[config.mk]
export PLATFORM = sky130hd
export DESIGN_NAME = moving_sum_inverse
export DESIGN_NICKNAME = d
export VERILOG_FILES = /design/src/rtl/moving_sum_inverse_pkg.sv /design/src/rtl/moving_sum_inverse_hist.sv /design/src/rtl/moving_sum_inverse.sv
export SDC_FILE = /design/constraint.sdc
export NUM_CORES = 1
export LEC_CHECK = 0
export BUFFER_PORTS_ARGS = -buffer_cell sky130_fd_sc_hd__buf_2
export CAP_MARGIN = 10
export CORE_ASPECT_RATIO = 0.8
export CORE_MARGIN = 2
export CORE_UTILIZATION = 39
export CTS_BUF_LIST = sky130_fd_sc_hd__clkbuf_16
export DETAILED_ROUTE_END_ITERATION = 7
export PLACE_DENSITY = 0.54
export SLEW_MARGIN = 20
export SYNTH_ARGS = -nofsm -noshare
export SYNTH_HDL_FRONTEND = slang
export SYNTH_HIERARCHICAL = 1
export SYNTH_SLANG_ARGS = --single-unit
export TNS_END_PERCENT = 100
[constraint.sdc]
create_clock -name system1000 -period 4.7 [get_ports system1000]
set_input_delay 0.94 -clock system1000 [delete_from_list [all_inputs] [get_ports system1000]]
set_output_delay 0.94 -clock system1000 [all_outputs]
set_load 0.01 [all_outputs]
[src/rtl/moving_sum_inverse_pkg.sv]
// Shared types and defaults for the moving-sum decoder (moving_sum_inverse).
package moving_sum_inverse_types;

    localparam int DEFAULT_WIDTH = 8;
    localparam int DEFAULT_DEPTH = 16;
    localparam int DEFAULT_PTR_W = $clog2(DEFAULT_DEPTH);

    typedef logic signed [DEFAULT_WIDTH-1:0] sample_t;
    typedef sample_t                         hist_t [DEFAULT_DEPTH];
    typedef logic [DEFAULT_PTR_W-1:0]        ptr_t;

    // Pointer width for a given window length; never collapses to zero bits.
    function automatic int ptr_bits(input int depth);
        return (depth > 1) ? $clog2(depth) : 1;
    endfunction

endpackage

[src/rtl/moving_sum_inverse_hist.sv]
// Ring buffer of recovered samples: one read and one write at the same slot,
// synchronous zeroing on reset or clear, write pointer kept internally.
module moving_sum_inverse_hist
    import moving_sum_inverse_types::*;
#(
    parameter  int WIDTH = DEFAULT_WIDTH,
    parameter  int DEPTH = DEFAULT_DEPTH,
    localparam int PW    = ptr_bits(DEPTH)
) (
    input  logic                    clk,
    input  logic                    rst,
    input  logic                    clear,
    input  logic                    wr_en,
    input  logic signed [WIDTH-1:0] wr_data,
    output logic signed [WIDTH-1:0] rd_data,
    output logic        [PW-1:0]    ptr
);

    logic signed [WIDTH-1:0] mem [DEPTH];

    // The slot about to be overwritten holds the sample from DEPTH accepts ago.
    assign rd_data = mem[ptr];

    always_ff @(posedge clk) begin
        if (rst || clear) begin
            for (int i = 0; i < DEPTH; i++) mem[i] <= '0;
            ptr <= '0;
        end else if (wr_en) begin
            mem[ptr] <= wr_data;
            ptr      <= ptr + PW'(1);
        end
    end

endmodule

[src/rtl/moving_sum_inverse.sv]
// Moving-sum decoder: x[n] = y[n] - y[n-1] + x[n-DEPTH], one-cycle latency.
// Optional MOVING_SUM_INVERSE_STATS_EN adds sample_count and primed outputs.
module moving_sum_inverse
    import moving_sum_inverse_types::*;
#(
    parameter  int WIDTH = DEFAULT_WIDTH,
    parameter  int DEPTH = DEFAULT_DEPTH,
    localparam int PW    = ptr_bits(DEPTH)
) (
    input  logic                    system1000,
    input  logic                    system1000_rst,
    input  logic                    clear,
    input  logic                    in_valid,
    input  logic signed [WIDTH-1:0] in_sum,
    output logic                    out_valid,
    output logic signed [WIDTH-1:0] out_sample
`ifdef MOVING_SUM_INVERSE_STATS_EN
    ,
    output logic [15:0]             sample_count,
    output logic                    primed
`endif
);

    logic signed [WIDTH-1:0] prev_sum;
    logic signed [WIDTH-1:0] hist_rd;
    logic signed [WIDTH-1:0] x;
    logic        [PW-1:0]    hist_ptr;
    logic                    accept;

    assign accept = in_valid && !clear && !system1000_rst;

    // Modulo-2^WIDTH arithmetic; wrap is intentional and matches the encoder.
    assign x = in_sum - prev_sum + hist_rd;

    moving_sum_inverse_hist #(
        .WIDTH (WIDTH),
        .DEPTH (DEPTH)
    ) u_hist (
        .clk     (system1000),
        .rst     (system1000_rst),
        .clear   (clear),
        .wr_en   (accept),
        .wr_data (x),
        .rd_data (hist_rd),
        .ptr     (hist_ptr)
    );

    always_ff @(posedge system1000) begin
        if (system1000_rst || clear) begin
            prev_sum   <= '0;
            out_valid  <= 1'b0;
            out_sample <= '0;
        end else begin
            out_valid <= in_valid;
            if (in_valid) begin
                out_sample <= x;
                prev_sum   <= in_sum;
            end
        end
    end

`ifdef MOVING_SUM_INVERSE_STATS_EN
    always_ff @(posedge system1000) begin
        if (system1000_rst) begin
            sample_count <= '0;
        end else if (accept && sample_count != 16'hFFFF) begin
            sample_count <= sample_count + 16'd1;
        end
    end

    // The DEPTH-th accept since restart is the one writing the last slot.
    always_ff @(posedge system1000) begin
        if (system1000_rst || clear) begin
            primed <= 1'b0;
        end else if (accept && hist_ptr == PW'(DEPTH - 1)) begin
            primed <= 1'b1;
        end
    end
`else
    wire unused_ptr = ^hist_ptr;
`endif

endmodule

==> impl_metrics.tcl <==
set metrics [dict create \
    slew_headroom_pct 36.53 \
    final_common_cell "and2_1" \
    cts-root-buf "clkbuf_16" \
    drc 0 \
    cts_hold_buf 0 \
    layout_setup_ws_ns 0.4431 \
    first_pass_iters 4 \
    post-route-cell-area_um2 8496 \
    end_kind "register" \
    wl_per_cell_um 20.89 \
    antenna_found_initial 3 \
    ioPinCount 21 \
    clockBufferDepth 2 \
    rows 45 \
    layout_common_cells "and2_1, edfxtp_1, inv_1" \
    ys_seq_elements 153 \
    yosysSeqAreaShare_pct 57.69 \
    postCtsSetupRepairBufs 0 \
    critPathLaunchType "register" \
    place_area_um2 7873 \
    grtUsageTotal_pct 17.95 \
    synthArstFlopShare_pct 0 \
    place_inst 806 \
    die_h_um 128.3 \
    die_w_um 159.4 \
    reg2reg_slack_ns 0.44 \
    timing.final.crit_share_pct 90.57 \
    maxCapViolCount 0 \
    power_mw 3.395 \
    crit_arrival_ns 4.43 \
    drive_gt1_share_pct 15.52 \
    synth-edff-count 128 \
    cts_resized 0 \
    syn_nets 586 \
    setup-violations-final 0 \
    fp.dieArea_um2 20440 \
    grt_pass1_wl_mm 26.52 \
    crit_required_ns 4.88 \
    numCtsBuffers 17 \
    initialDrtViolationCount 453 \
    n_fill_cell 1707 \
    power.density_nw_per_um2 399.6 \
    gr-total-overflow 0 \
    syn_avg_cell_area_um2 13.57 \
    worst_pin_slew_ns 0.9452 \
    tns_ns 0 \
    post-dp-hpwl_mm 11.78 \
    syn_inst 555 \
    cts.sinks 153 \
    path_clk_slew_ns 0.07 \
    slew_violations 0 \
    clk_latency_ns 0.42 \
    syn-cell-area_um2 7530 \
    period_minus_slack_ns 4.257 \
    ir_drop_v 0.0002276 \
    grt_pass1_vias 4435 \
    cp_max_fo 16 \
    start_util_pct 39.68 \
    fin_cells 839 \
    grt_max_degree 26 \
    maxClockFrequency_mhz 234.9 \
    htreeDepth 4 \
    port_buffers 20 \
    ys_types 43 \
    nNetsFinal 598 \
    core_um2 18970 \
    ys.warnings.count 6 \
    num_vias 4374 \
    crit_slowest_cell "dfxtp_2" \
    critPathKind "reg -> reg" \
    synth_flop_cell "edfxtp_1" \
    rsz0062_at_grt "no" \
    hold_viol 0 \
    multi_input_area_um2 2841 \
    max_stage_delay_ns 0.49 \
    p_leak_nw 3.441 \
    vias_per_cell 5.213 \
    hold_class "reg -> reg" \
    tritoncts "yes" \
    routed_wirelength_mm 17.53 \
    outcome "completed" \
    place.gp.congestion 0.7940 \
    seqCellArea_um2 4345 \
    ant_nets 0 \
    syn_to_final_growth_pct 12.83 \
    preCtsSetupSlack_ns 0.2625 \
    finalClockSkew_ns 0.01041 \
    path_cells "buf_4 > mux4_2 > a22oi_1 > nand2_1 > inv_1 > fa_1 > inv_1 > ha_1 > o21ai_0 > a21oi_1 > a21o_1 > and2_1 > and2_1" \
]
==> sequential cells by signal, indices dropped and copies added, names as in the netlist, named ones only <==
| register | cells |
|---|---|
| u_hist/mem | 128 |
| out_sample | 8 |
| out_valid | 1 |
| u_hist/ptr | 4 |
| prev_sum | 8 |
==> Yosys cell counts, types with 3 or more instances <==
library cell,instances,area share (%)
nor3_1,9,0.60
a22oi_1,16,1.6
nand2_1,13,0.65
clkbuf_1,14,0.70
mux4_2,18,5.4
or3_1,16,1.3
mux4_1,14,4.9
ha_1,12,2.0
xor2_1,5,0.58
a21o_1,4,0.40
buf_2,20,1.3
xnor2_1,5,0.58
and2_1,131,11
dfxtp_1,25,6.6
clkdlybuf4s25_2,3,0.40
and3_1,16,1.3
edfxtp_1,128,51
buf_6,3,0.45
fa_1,7,1.9
nor3b_1,3,0.30
mux2i_1,12,1.6
nor2_1,18,0.90
a21oi_1,6,0.40
inv_1,32,1.6
==> cells by family (layout without fill, tap and decap cells) <==
family,after synthesis,count (layout),share of synthesized area (%)
AND/OR/NAND/NOR,217,217,17.00
adder cells (fa/ha/maj),19,19,3.855
buffers and inverters,74,99,4.669
XOR/XNOR,10,10,1.163
multiplexers,44,44,11.86
other,0,1,0
AO/OA/AOI/OAI,38,38,3.755
flip-flops,153,153,57.69
==> power by group <==
group | switching (mW) | total [mW] | internal, mW
registers | 0.0195 | 1.54 | 1.52
clock network | 0.577 | 1.42 | 0.847
logic | 0.295 | 0.429 | 0.134
total | 0.892 | 3.39 | 2.50
==> through the flow <==
stage,hold slack (ns),utilization [%]
6_report,0.4785,44.77
5_1_grt,0.5037,44.76
3_5_place_dp,0.4665,41.49
4_1_cts,0.4838,44.72
3_3_place_gp,0.4608,41.49
2_1_floorplan,0.4672,-
==> worst paths after layout <==
check                startpoint               end  depth (start not counted)
setup / recovery       register  u_hist/mem[4][7]                         13
hold / removal    out_sample[3]     out_sample[3]                          2
hold reg to reg   out_sample[3]     out_sample[3]                          2
setup reg to reg       register  u_hist/mem[4][7]                         13
==> final cells by class <==
| cell class | instances | share of cell area [%] |
|---|---|---|
| Antenna cell | 1 | 0.02946 |
| Clock inverter | 15 | 2.209 |
| Inverter | 32 | 1.414 |
| Tap cell | 258 | 3.800 |
| Sequential cell | 153 | 51.15 |
| Clock buffer | 17 | 5.007 |
| Multi-Input combinational cell | 328 | 33.45 |
| Timing Repair Buffer | 35 | 2.946 |
==> worst max-delay path, delay by kind of cell (launching register included) <==
kind                     cells  cell delay [ns]
multiplexers                 1             0.49
AO/OA/AOI/OAI                4             1.19
AND/OR/NAND/NOR              3             0.78
buffers and inverters        3             0.36
adder cells (fa/ha/maj)      2             0.69
flip-flops                   1             0.49
==> layer usage <==
| metal | up-vias | GRT usage, % | share of wire, % |
|---|---|---|---|
| li1 | 2030 | - | - |
| met1 | 2243 | 25.32 | 46 |
| met2 | 86 | 28.80 | 47 |
| met3 | 15 | 3.462 | 5.2 |
| met4 | 0 | 4.652 | 1.0 |
| met5 | - | 0 | 0 |
Power figures use the tool's default switching activity.
